==> config.mk <==
export PLATFORM = sky130hd
export DESIGN_NAME = mmio_periph_resp
export DESIGN_NICKNAME = d
export VERILOG_FILES = /design/src/rtl/mmio_periph_resp.sv
export SDC_FILE = /design/constraint.sdc
export NUM_CORES = 1
export LEC_CHECK = 0
export BUFFER_PORTS_ARGS = -buffer_cell sky130_fd_sc_hd__buf_4
export CAP_MARGIN = 20
export CORE_UTILIZATION = 35
export DETAILED_ROUTE_END_ITERATION = 12
export PLACE_DENSITY = 0.57
export SETUP_SLACK_MARGIN = 0.4
export SLEW_MARGIN = 20
export SYNTH_ARGS = -nofsm -noshare
export SYNTH_HDL_FRONTEND = slang
export SYNTH_SLANG_ARGS = --single-unit
==> constraint.sdc <==
create_clock -name clk -period 2.5 [get_ports clk]
set_input_delay 0.25 -clock clk [delete_from_list [all_inputs] [get_ports clk]]
set_output_delay 0.25 -clock clk [all_outputs]
set_load 0.05 [all_outputs]
==> src/rtl/mmio_periph_resp.sv <==
// Memory-mapped peripheral responder: LED register, synchronized switches and
// an 8N1 UART transmitter fed from a small TX FIFO with status/control.
module mmio_periph_resp #(
  parameter int          BAUD_DIV   = 434,
  parameter int          FIFO_DEPTH = 8,
  parameter logic [31:0] LED_ADDR   = 32'h0000_C000,
  parameter logic [31:0] SW_ADDR    = 32'h0000_C001,
  parameter logic [31:0] TX_ADDR    = 32'h0000_C004,
  parameter logic [31:0] STAT_ADDR  = 32'h0000_C005
) (
  input  logic        clk,
  input  logic        rst_n,
  input  logic [31:0] addr,
  input  logic        re,
  input  logic        we,
  input  logic [31:0] wdata,
  output logic [31:0] rdata,
  input  logic [9:0]  sw,
  output logic [9:0]  led,
  output logic        tx
);

  localparam int            BW        = (BAUD_DIV > 1) ? $clog2(BAUD_DIV) : 1;
  localparam int            PW        = $clog2(FIFO_DEPTH);
  localparam logic [BW-1:0] BAUD_LAST = BW'(BAUD_DIV - 1);
  localparam logic [3:0]    DEPTH_CNT = 4'(FIFO_DEPTH);

  typedef enum logic [1:0] {S_IDLE, S_START, S_DATA, S_STOP} state_t;

  state_t        state_q, state_d;
  logic [BW-1:0] bcnt_q, bcnt_d;
  logic [2:0]    bit_idx_q, bit_idx_d;
  logic [7:0]    shift_q, shift_d;
  logic          tx_q, tx_d;
  logic [9:0]    led_q, led_d;
  logic [9:0]    sw_meta_q, sw_meta_d;
  logic [9:0]    sw_sync_q, sw_sync_d;
  logic [PW-1:0] wr_ptr_q, wr_ptr_d;
  logic [PW-1:0] rd_ptr_q, rd_ptr_d;
  logic [3:0]    count_q, count_d;
  logic          ovf_q, ovf_d;
  logic [7:0]    fifo_mem_q [FIFO_DEPTH];

  logic sel_led, sel_sw, sel_tx, sel_stat;
  logic full, empty, busy, push, pop, bit_end;
  logic unused_wdata;

  assign sel_led  = (addr == LED_ADDR);
  assign sel_sw   = (addr == SW_ADDR);
  assign sel_tx   = (addr == TX_ADDR);
  assign sel_stat = (addr == STAT_ADDR);

  assign full    = (count_q == DEPTH_CNT);
  assign empty   = (count_q == 4'd0);
  assign busy    = (state_q != S_IDLE) | ~empty;
  assign push    = we & sel_tx & ~full;
  assign pop     = (state_q == S_IDLE) & ~empty;
  assign bit_end = (bcnt_q == BAUD_LAST);

  assign unused_wdata = ^wdata[31:10];

  // tx_d is the line level for the state being entered, so tx stays a pure flop output
  always_comb begin
    state_d   = state_q;
    bcnt_d    = bcnt_q;
    bit_idx_d = bit_idx_q;
    shift_d   = shift_q;
    tx_d      = tx_q;
    case (state_q)
      S_IDLE: begin
        tx_d = 1'b1;
        if (!empty) begin
          shift_d = fifo_mem_q[rd_ptr_q];
          bcnt_d  = '0;
          tx_d    = 1'b0;
          state_d = S_START;
        end
      end
      S_START: begin
        if (bit_end) begin
          bcnt_d    = '0;
          bit_idx_d = 3'd0;
          tx_d      = shift_q[0];
          state_d   = S_DATA;
        end else begin
          bcnt_d = bcnt_q + BW'(1);
        end
      end
      S_DATA: begin
        if (bit_end) begin
          bcnt_d = '0;
          if (bit_idx_q == 3'd7) begin
            tx_d    = 1'b1;
            state_d = S_STOP;
          end else begin
            shift_d   = shift_q >> 1;
            tx_d      = shift_q[1];
            bit_idx_d = bit_idx_q + 3'd1;
          end
        end else begin
          bcnt_d = bcnt_q + BW'(1);
        end
      end
      S_STOP: begin
        if (bit_end) begin
          bcnt_d  = '0;
          tx_d    = 1'b1;
          state_d = S_IDLE;
        end else begin
          bcnt_d = bcnt_q + BW'(1);
        end
      end
      default: begin
        tx_d    = 1'b1;
        state_d = S_IDLE;
      end
    endcase
  end

  // A full FIFO rejects the push even if the transmitter pops in the same cycle
  always_comb begin
    led_d     = led_q;
    sw_meta_d = sw;
    sw_sync_d = sw_meta_q;
    wr_ptr_d  = wr_ptr_q;
    rd_ptr_d  = rd_ptr_q;
    count_d   = count_q;
    ovf_d     = ovf_q;
    if (we && sel_led) led_d = wdata[9:0];
    if (push) wr_ptr_d = wr_ptr_q + PW'(1);
    if (pop) rd_ptr_d = rd_ptr_q + PW'(1);
    case ({push, pop})
      2'b10:   count_d = count_q + 4'd1;
      2'b01:   count_d = count_q - 4'd1;
      default: count_d = count_q;
    endcase
    if (we && sel_stat && wdata[0]) ovf_d = 1'b0;
    if (we && sel_tx && full) ovf_d = 1'b1;
  end

  always_ff @(posedge clk) begin
    if (!rst_n) begin
      state_q   <= S_IDLE;
      bcnt_q    <= '0;
      bit_idx_q <= 3'd0;
      shift_q   <= 8'd0;
      tx_q      <= 1'b1;
      led_q     <= 10'd0;
      sw_meta_q <= 10'd0;
      sw_sync_q <= 10'd0;
      wr_ptr_q  <= '0;
      rd_ptr_q  <= '0;
      count_q   <= 4'd0;
      ovf_q     <= 1'b0;
    end else begin
      state_q   <= state_d;
      bcnt_q    <= bcnt_d;
      bit_idx_q <= bit_idx_d;
      shift_q   <= shift_d;
      tx_q      <= tx_d;
      led_q     <= led_d;
      sw_meta_q <= sw_meta_d;
      sw_sync_q <= sw_sync_d;
      wr_ptr_q  <= wr_ptr_d;
      rd_ptr_q  <= rd_ptr_d;
      count_q   <= count_d;
      ovf_q     <= ovf_d;
    end
  end

  always_ff @(posedge clk) begin
    if (push) fifo_mem_q[wr_ptr_q] <= wdata[7:0];
  end

  always_comb begin
    rdata = 32'h0000_DEAD;
    if (re) begin
      if (sel_sw) rdata = {22'b0, sw_sync_q};
      else if (sel_led) rdata = {22'b0, led_q};
      else if (sel_stat) rdata = {24'b0, count_q, ovf_q, full, empty, busy};
    end
  end

  assign led = led_q;
  assign tx  = tx_q;

endmodule
==> results.json, run 1 <==
{
  "cts.sinks": 131,
  "ios": 121,
  "first_pass_iters": 6,
  "grt_max_degree": 51,
  "path_cells": "o41a_1, ha_4, xor2_2, ha_2, a21oi_2, xor2_1, or3_1, a21oi_1",
  "hold_path.class": "primary input to register",
  "synth_area_per_cell_sq_um": 12.0,
  "multi_input_area_sq_mm": 0.00266,
  "core_sq_mm": 0.0166,
  "netSwitchingPower_mw": 1.15,
  "antenna_found_initial": 0,
  "fin_area_sq_mm": 0.00774,
  "drt_wl_total_microns": 13100,
  "drv_cap": 0,
  "layout-drive-gt1-share": 0.320,
  "diodes": 0,
  "synth-warning-count": 0,
  "final_nets": 692,
  "final_cells": 833,
  "cts_buffer_depth": 2,
  "ir_drop_mv": 0.389,
  "drt_iter0_markers": 190,
  "power.clock.fraction": 0.492,
  "die_y_microns": 133,
  "cts-htree-levels": 4,
  "viasPerCell": 4.97,
  "relSlewSlack": 0.618,
  "swShare": 0.235,
  "gp_congestion": 0.792,
  "setup_viol": 0,
  "grt_pass1_vias": 4139,
  "power.leakage_nw": 2.81,
  "area_delta_synth_final_pct": 29.8,
  "slowest_stage": "o41a_1",
  "max_freq_mhz": 480,
  "crit_arrival_ns": 2.41,
  "min_period_ns": 2.09,
  "start_util": 0.360,
  "cts_tree": "yes",
  "status": "completed",
  "grt-ovfl-total": 0,
  "synthesis.area_sq_mm": 0.00596,
  "rows": 47,
  "worst-path-max-fanout": 5,
  "total_power_mw": 4.90,
  "worstMarginPinSlew_ns": 0.572,
  "worstSetupEndpointType": "register",
  "ys_async_sr_fraction": 0,
  "clock_latency_ns": 0.41,
  "rsz0062_at_grt": "true",
  "hold_viol": 0,
  "synth_seq_cells": 131,
  "internal_power_mw": 3.75,
  "pwr-share-comb": 0.046,
  "io_buffers": 81,
  "drc_errors": 0,
  "synth_edf_count": 64,
  "final_cell_mix": "106 x buf_4, 64 x edfxtp_1, 62 x dfxtp_1",
  "setup_tns_ns": 0,
  "die-width_microns": 133,
  "syn_inst": 498,
  "ys_seq_area_frac": 0.547,
  "pwr_density_cell_mw_per_mm2": 633,
  "required_ns": 2.82,
  "skew_ns": 0.0142,
  "fin_crit_sh": 0.834,
  "critPathLaunchType": "register",
  "dieArea_sq_mm": 0.0176,
  "clkSlewWorstSetupHoldPaths_ns": 0.06,
  "setup_slack_ns": 0.415,
  "antenna_left": 0,
  "regArea_sq_mm": 0.00327,
  "n_fill_cell": 1524,
  "place_area_sq_mm": 0.00697,
  "seqPwrFrac": 0.462,
  "dp.cells": 791,
  "dpl_worst_slack_ns": 0.0909,
  "cts_hold_buf": 0,
  "cp_slowest_stage_delay_ns": 0.50,
  "track_usage": 0.155,
  "synth_ff_type": "dfxtp_1",
  "cts_inserted_buffers": 17,
  "hpwl_microns": 9210,
  "path_class": "register to register",
  "synth_cell_types": 62,
  "cts-root-buf": "clkbuf_16",
  "wire_per_inst_microns": 15.7,
  "grt_pass1_wl_microns": 21200,
  "mostFrequentLayoutCell": "buf_4",
  "final_max_slew_viol_count": 0,
  "vias": 4139
}
[metal layers]
metal / wire, microns / GRT usage
met5: 0 / 0
met2: 6640 / 0.268
met3: 697 / 0.0475
met4: 89 / 0.0409
met1: 5680 / 0.187
[what timing repair did]
| action | 4_1_cts | 5_1_grt |
|---|---|---|
| buffers inserted | 3 | 7 |
| gates resized for setup | 17 | 16 |
| pin swaps | 5 | 10 |
| endpoints found under the setup margin | 10 | 18 |
[flip-flops by register name, indices dropped and copies added, names as in the netlist, named ones only]
signal	count
led	10
bit_idx_q	3
count_q	4
bcnt_q	9
sw_sync_q	10
shift_q	8
state_q	2
fifo_mem_q	64
wr_ptr_q	3
ovf_q	1
sw_meta_q	10
tx	1
rd_ptr_q	3
[layout make-up]
| type | instances | area share |
|---|---|---|
| Sequential cell | 131 | 0.423 |
| Clock inverter | 14 | 0.0188 |
| Timing Repair Buffer | 114 | 0.116 |
| Multi-Input combinational cell | 320 | 0.343 |
| Tap cell | 220 | 0.0356 |
| Clock buffer | 18 | 0.0555 |
| Inverter | 16 | 0.00776 |
[synthesized netlist by cell type (all sizes together), types with 4 or more instances]
cell type   n  share of area
dfxtp      67           0.22
nand2      45          0.029
clkbuf     17          0.011
ha         14          0.029
nor4b       4         0.0069
nand2b      4         0.0042
a21oi      14          0.012
mux4       16          0.067
buf        30          0.038
nor4       12          0.014
a211oi      4         0.0050
inv        16          0.010
xnor2       7          0.010
mux2i      22          0.037
edfxtp     64           0.32
a211o      10          0.015
a32o        5         0.0084
nand4       9          0.010
xor2        4         0.0059
nand3       6         0.0059
nor2       26          0.016
nor2b       7         0.0073
nor3        7         0.0067
o21ai      21          0.018
and2       25          0.026
[power groups by stage]
| stage | logic (mW) | clock network, mW | registers (mW) |
|---|---|---|---|
| 2_1_floorplan | 0.134 | 0 | 2.31 |
| 3_3_place_gp | 0.219 | 0 | 2.31 |
| 3_5_place_dp | 0.222 | 0 | 2.31 |
| 4_1_cts | 0.223 | 2.45 | 2.26 |
| 5_1_grt | 0.242 | 2.55 | 2.26 |
| 6_report | 0.225 | 2.41 | 2.26 |
[metrics by stage]
step | hold slack (ns) | util
after floorplan | 0.349 | -
after global placement | 0.417 | 0.421
after detailed placement | 0.419 | 0.421
after CTS | 0.0265 | 0.460
after global routing | 0.0275 | 0.467
final | 0.0410 | 0.467
[worst max-delay path: cells and delay by family, from the launching register on]
kind            cells  cell delay [ns]
compound gates      3             0.73
fa+ha+maj           2             0.39
flops               1             0.36
simple gates        1             0.31
xor+xnor            2             0.22
[kinds of logic (layout without fill, tap and decap cells)]
family / Yosys count / count (layout) / share of synthesized area
adders and majority gates: 14 / 14 / 0.0294
DFF: 131 / 131 / 0.547
other: 1 / 17 / 0.000629
and+or+nand+nor: 162 / 162 / 0.149
AOI/OAI and AO/OA: 78 / 78 / 0.0942
buffers and inverters: 63 / 162 / 0.0594
muxes: 38 / 38 / 0.104
xor gates and xnor gates: 11 / 11 / 0.0162
[worst paths after layout]
check	depth (start not counted)	end	from	slack, ns
hold / removal	2	sw_meta_q[1]	sw[1]	0.04
setup / recovery	8	count_q[2]	count_q[3]	0.41
hold reg to reg	1	sw_sync_q[8]	sw_meta_q[8]	0.43
setup reg to reg	8	count_q[2]	count_q[3]	0.41
(Power assumes the default switching activity.)
==> run 2, diff against run 1 <==
Settings changed: ABC_AREA set to 1.
Clock period 2.5 ns to 1.8 ns, I/O delays scaled along.
==> run 2 against run 1 <==
Compared with the run above:
- worst setup slack got worse by 0.39 ns
- non-clock buffer count is 73 higher
- clock power grew 31%
- design area is 23% higher
- core utilization is 7.8 points higher
- clock skew shrank 0.0066 ns
- cell count increased by 39%
- register-to-register slack lost 0.37 ns
- synthesized cell count is 48% higher
- critical path type is now register to output pin
==> results.json, run 2 <==
{
  "status": "completed",
  "min_period_ns": 1.77,
  "diodes": 0,
  "cts_buffer_depth": 2,
  "power.leakage_nw": 4.04,
  "drc_errors": 0,
  "vias": 5418,
  "fin_area_sq_mm": 0.00948,
  "pwr-share-comb": 0.405,
  "start_util": 0.362,
  "internal_power_mw": 7.20,
  "mostFrequentLayoutCell": "nand2_1",
  "seqPwrFrac": 0.314,
  "gp_congestion": 0.759,
  "antenna_found_initial": 0,
  "synth_top_area_cell": "edfxtp_1",
  "grt_pass1_vias": 5139,
  "die_y_microns": 136,
  "ir_drop_mv": 0.703,
  "core_sq_mm": 0.0174,
  "dieArea_sq_mm": 0.0185,
  "max_freq_mhz": 565,
  "cts-root-buf": "clkbuf_16",
  "whs_ns": 0.0240,
  "hold_start": "wdata[1]",
  "antenna_left": 0,
  "synth_ff_type": "dfxtp_1",
  "regToRegEndpoint": "count_q[2]",
  "cts_tree": "yes",
  "r2r_setup_slack_ns": 0.04,
  "synth_area_per_cell_sq_um": 8.54,
  "final_util": 0.545,
  "synth_top_cell_area_share": 0.305,
  "final_nets": 1009,
  "final_max_slew_viol_count": 0,
  "regMostFlops": "fifo_mem_q",
  "synth_cell_types": 40,
  "ys_seq_area_frac": 0.518,
  "drv_cap": 0,
  "viasPerCell": 4.69,
  "setup_viol": 0,
  "hold_viol": 0,
  "drt_wl_total_microns": 16300,
  "fin_crit_sh": 0.984,
  "skew_ns": 0.00759,
  "crit_arrival_ns": 1.59,
  "track_usage": 0.178,
  "required_ns": 1.62,
  "min_to": "fifo_mem_q[3][1]",
  "io_buffers": 81,
  "clkSlewWorstSetupHoldPaths_ns": 0.06,
  "final_cell_mix": "131 x nand2_1, 103 x buf_4, 65 x inv_1",
  "rows": 48,
  "die-width_microns": 136,
  "synthesis.area_sq_mm": 0.00630,
  "grt-ovfl-total": 0,
  "clock_latency_ns": 0.42,
  "worstReg2RegStart": "count_q[0]",
  "ys_top_cells_by_count": "158 x nand2_1, 84 x nor2_1, 77 x inv_1",
  "rsz0062_at_grt": "true",
  "drt_iter0_markers": 277,
  "ys_async_sr_fraction": 0,
  "setup_slack_ns": 0.0290,
  "path_class": "register to output pin",
  "synth_area_leaders": "edfxtp_1 31%, dfxtp_1 21%, nand2_1 9.4%",
  "hpwl_microns": 10400,
  "layout-drive-gt1-share": 0.411,
  "syn_inst": 738,
  "cts_inserted_buffers": 17,
  "critPathLaunchType": "register",
  "min_path_cells": 1,
  "swShare": 0.359,
  "worst-path-max-fanout": 3,
  "first_pass_iters": 5,
  "final_cells": 1155,
  "dp.cells": 1065,
  "rr_worst_depth": 10,
  "pwr_density_cell_mw_per_mm2": 1180,
  "synth_seq_cells": 131,
  "area_delta_synth_final_pct": 50.5,
  "power.clock.fraction": 0.281,
  "netSwitchingPower_mw": 4.04,
  "hold_path.class": "primary input to register",
  "dpl_worst_slack_ns": -0.168,
  "synth_edf_count": 64,
  "cts.sinks": 131,
  "cts-htree-levels": 4,
  "place_area_sq_mm": 0.00763,
  "ios": 121,
  "grt_max_degree": 33,
  "synth-warning-count": 0,
  "wire_per_inst_microns": 14.1,
  "synth_most_common_cell": "nand2_1",
  "largest_reg_flops": 64,
  "worstSetupEndpointType": "output pin",
  "grt_pass1_wl_microns": 25100
}
run 2: changes by cell type after synthesis, moves of 9 or more:
cell,before,now
nand3_1,5,76
a211o_1,10,0
nand2_1,44,158
inv_2,0,9
mux2i_1,22,0
mux4_1,10,0
inv_1,16,77
nor2_2,0,9
and2_1,25,0
a21oi_1,14,56
nor2_1,26,84
nor4_1,11,0
run 2: worst max-delay path by stage:
stage / cells after the start / from / slack (ns) / to
floorplan: 12 / addr[17] / -0.02 / count_q[2]
global placement: 11 / addr[19] / -0.13 / fifo_mem_q[3][3]
detailed placement: 11 / addr[19] / -0.17 / fifo_mem_q[3][3]
CTS: 8 / count_q[1] / 0.04 / rdata[1]
global route: 8 / count_q[0] / -0.04 / rdata[1]
finish: 7 / count_q[0] / 0.03 / rdata[2]
run 2: kinds of logic after synthesis:
group,synth area share
AND/OR/NAND/NOR,0.268
adder cells (fa/ha/maj),0.0278
XOR/XNOR,0.00556
flip-flops,0.518
other,0.000595
buffers and inverters,0.101
AO/OA/AOI/OAI,0.0791
run 2: timing repair:
item                                    CTS  global route
hold buffers                             11             0
hold endpoints to repair                 18             0
cloned                                    3             1
gates resized for setup                 116           111
buffers inserted                         27            16
pin swaps                                43            40
endpoints found under the setup margin  102           112
run 2: per-stage QoR:
step / power (mW) / TNS (ns)
5_1_grt: 11.8 / -0.169
2_1_floorplan: 5.73 / -0.0951
3_5_place_dp: 6.61 / -5.88
3_3_place_gp: 6.60 / -4.12
6_report: 11.2 / 0
4_1_cts: 10.5 / 0
run 2: power groups by stage:
stage	sequential, mW	combinational (mW)	clock, mW
4_1_cts	3.52	3.81	3.20
5_1_grt	3.55	4.96	3.33
6_report	3.53	4.55	3.15
2_1_floorplan	3.55	2.18	0
3_3_place_gp	3.56	3.04	0
3_5_place_dp	3.56	3.05	0
run 2: worst max-delay path: stages (launching register included):
cell and delay, ns:
dfxtp_2 0.33, nor2_4 0.17, nand3_2 0.13, buf_6 0.14
nand4_1 0.09, nand3_2 0.10, nand2_4 0.07, buf_8 0.14
run 2: cell type report:
class                      instances  area [sq um]
multi-input combinational        492          3220
tap                              225           282
fill                            1492          7930
clock buffer                      21           460
clock inverter                    11          81.3
inverter                          87           350
sequential                       131          3280
timing repair inverter             1          7.51
timing repair buffer             187          1810
run 2: metal layers:
metal	wire, microns	global-route usage	vias up
met4	255	0.0728	0
met2	8570	0.311	131
li1	-	-	2735
met5	0	0	-
met1	6920	0.210	2531
met3	571	0.0391	21
==> run 3, diff against run 2 <==
Settings changed: ABC_AREA 1 to 0, CORE_UTILIZATION 35 to 45, CTS_CLUSTER_SIZE set to 16, PLACE_DENSITY 0.57 to 0.7.
==> run 3 against run 2 <==
Compared with the run above:
- the run now ends with setup timing left
- total power fell by 39%
- critical path type unchanged
- count of clock-buffer cells in the layout fell by 4
- design area fell by 1.3%
- first-iteration DRC count rose by 1.1%
- core utilization rose by 19 points
- die area fell by 26%
- largest power group is now clock
==> results.json, run 3 (synthesis results as in run 1) <==
{
  "area_delta_synth_final_pct": 57.0,
  "grt_max_degree": 30,
  "ios": 121,
  "cts_buffer_depth": 2,
  "min_path_cells": 3,
  "crit_family": "simple AND/OR/NAND/NOR gates",
  "clkSlewWorstSetupHoldPaths_ns": 0.06,
  "cts-root-buf": "clkbuf_16",
  "final_nets": 782,
  "die-width_microns": 117,
  "power.leakage_nw": 3.46,
  "seqPwrFrac": 0.457,
  "grt.busiest_layer": "met2",
  "worstSetupEndpointType": "output pin",
  "multi_input_area_sq_mm": 0.00321,
  "final_util": 0.733,
  "relSlewSlack": 0.505,
  "antenna_found_initial": 0,
  "fin_crit_sh": 1.22,
  "final_cells": 874,
  "dieArea_sq_mm": 0.0137,
  "critPathLaunchType": "register",
  "min_period_ns": 2.19,
  "core_sq_mm": 0.0128,
  "cp_num_buf_inv": 2,
  "internal_power_mw": 5.31,
  "regMostFlops": "fifo_mem_q",
  "dpl_worst_slack_ns": -0.469,
  "n_fill_cell": 742,
  "start_util": 0.467,
  "wire_per_inst_microns": 18.9,
  "required_ns": 1.62,
  "hpwl_microns": 9550,
  "viasPerCell": 5.43,
  "skew_ns": 0.00999,
  "drv_cap": 0,
  "worstMarginPinSlew_ns": 0.741,
  "grt_pass1_wl_microns": 23800,
  "netSwitchingPower_mw": 1.55,
  "path_cells": "buf_6, nor4_4, and2_4, o22ai_4, a211o_2, buf_8",
  "swShare": 0.226,
  "largest_reg_flops": 64,
  "max_freq_mhz": 456,
  "hold_path.class": "primary input to register",
  "grt_pass1_vias": 4664,
  "layout-drive-gt1-share": 0.501,
  "crit_arrival_ns": 2.01,
  "setup_slack_ns": -0.392,
  "grtUsageMet2": 0.422,
  "setup_viol": 82,
  "worst-path-stages": 6,
  "antenna_left": 0,
  "power.clock.fraction": 0.485,
  "cts_inserted_buffers": 17,
  "worst-path-max-fanout": 4,
  "final_max_slew_viol_count": 0,
  "drc_errors": 0,
  "status": "complete, but fails checks",
  "rr_worst_depth": 10,
  "cp_slowest_stage_delay_ns": 0.35,
  "hold_viol": 0,
  "drt_wl_total_microns": 16500,
  "grt_util_met1": 0.273,
  "first_pass_iters": 5,
  "clock_latency_ns": 0.43,
  "cts_tree": "yes",
  "io_buffers": 81,
  "violations": "setup timing",
  "slowest_stage": "nor4_4",
  "ir_drop_mv": 0.492,
  "rows": 41,
  "grt-ovfl-total": 0,
  "vias": 4746,
  "cts-htree-levels": 4,
  "rsz0062_at_grt": "true",
  "die_y_microns": 117,
  "gp_congestion": 0.835,
  "cts.sinks": 131,
  "setup_tns_ns": -7.92,
  "pwr_density_cell_mw_per_mm2": 732,
  "drt_iter0_markers": 280,
  "track_usage": 0.239,
  "gr-usage-met3": 0.0705,
  "path_class": "register to output pin",
  "pwr-share-comb": 0.058,
  "total_power_mw": 6.85,
  "mostFrequentLayoutCell": "buf_4",
  "dp.cells": 774,
  "final_cell_mix": "109 x buf_4, 64 x edfxtp_1, 58 x buf_6",
  "regArea_sq_mm": 0.00331,
  "diodes": 0
}
run 3: final timing paths:
check | from | to | slack, ns
min | wdata[8] | led[8] | 0.01
min reg2reg | sw_meta_q[6] | sw_sync_q[6] | 0.43
max reg2reg | count_q[2] | count_q[3] | -0.34
max | count_q[3] | rdata[0] | -0.39
run 3: cell type report:
cell class / count / area share
multi-input cells: 321 / 0.343
clock buffers: 17 / 0.0454
flip-flops and latches: 131 / 0.353
inverters: 16 / 0.00695
well taps: 172 / 0.0230
clock inverters: 14 / 0.0148
repair buffers: 203 / 0.213
run 3: power by group through the flow:
stage | clock (mW) | combinational [mW] | sequential [mW]
after floorplan | 0 | 0.191 | 3.21
after global placement | 0 | 0.322 | 3.21
after detailed placement | 0 | 0.330 | 3.21
after CTS | 3.34 | 0.380 | 3.13
after global routing | 3.47 | 0.423 | 3.13
final | 3.32 | 0.395 | 3.13
run 3: metal layers:
layer | share of wire | wire, microns | vias to the layer above
met5 | 0 | 0 | -
met1 | 0.40 | 6570 | 2348
li1 | - | - | 2196
met3 | 0.055 | 902 | 25
met4 | 0.020 | 325 | 0
met2 | 0.53 | 8710 | 177
run 3: repair_timing:
item	4_1_cts	5_1_grt
hold buffers	14	0
setup buffers	25	28
pin swaps	40	40
endpoints found under the hold margin	42	0
gates resized for setup	149	61
cloned	2	0
endpoints found under the setup margin	114	126
run 3: worst register-to-register path: cells and delay by family, from the launching register on:
family	cells	cell delay (ns)
AND/OR/NAND/NOR	4	0.85
AO/OA/AOI/OAI	3	0.44
flip-flops	1	0.37
adder cells (fa/ha/maj)	1	0.21
buffers and inverters	2	0.20
run 3: stage by stage:
step           hold WS (ns)  cell area, sq um
3_5_place_dp          0.391              7320
6_report             0.0142              9360
3_3_place_gp          0.389              7320
5_1_grt             0.00243              9360
2_1_floorplan         0.279              6400
4_1_cts              0.0130              8870
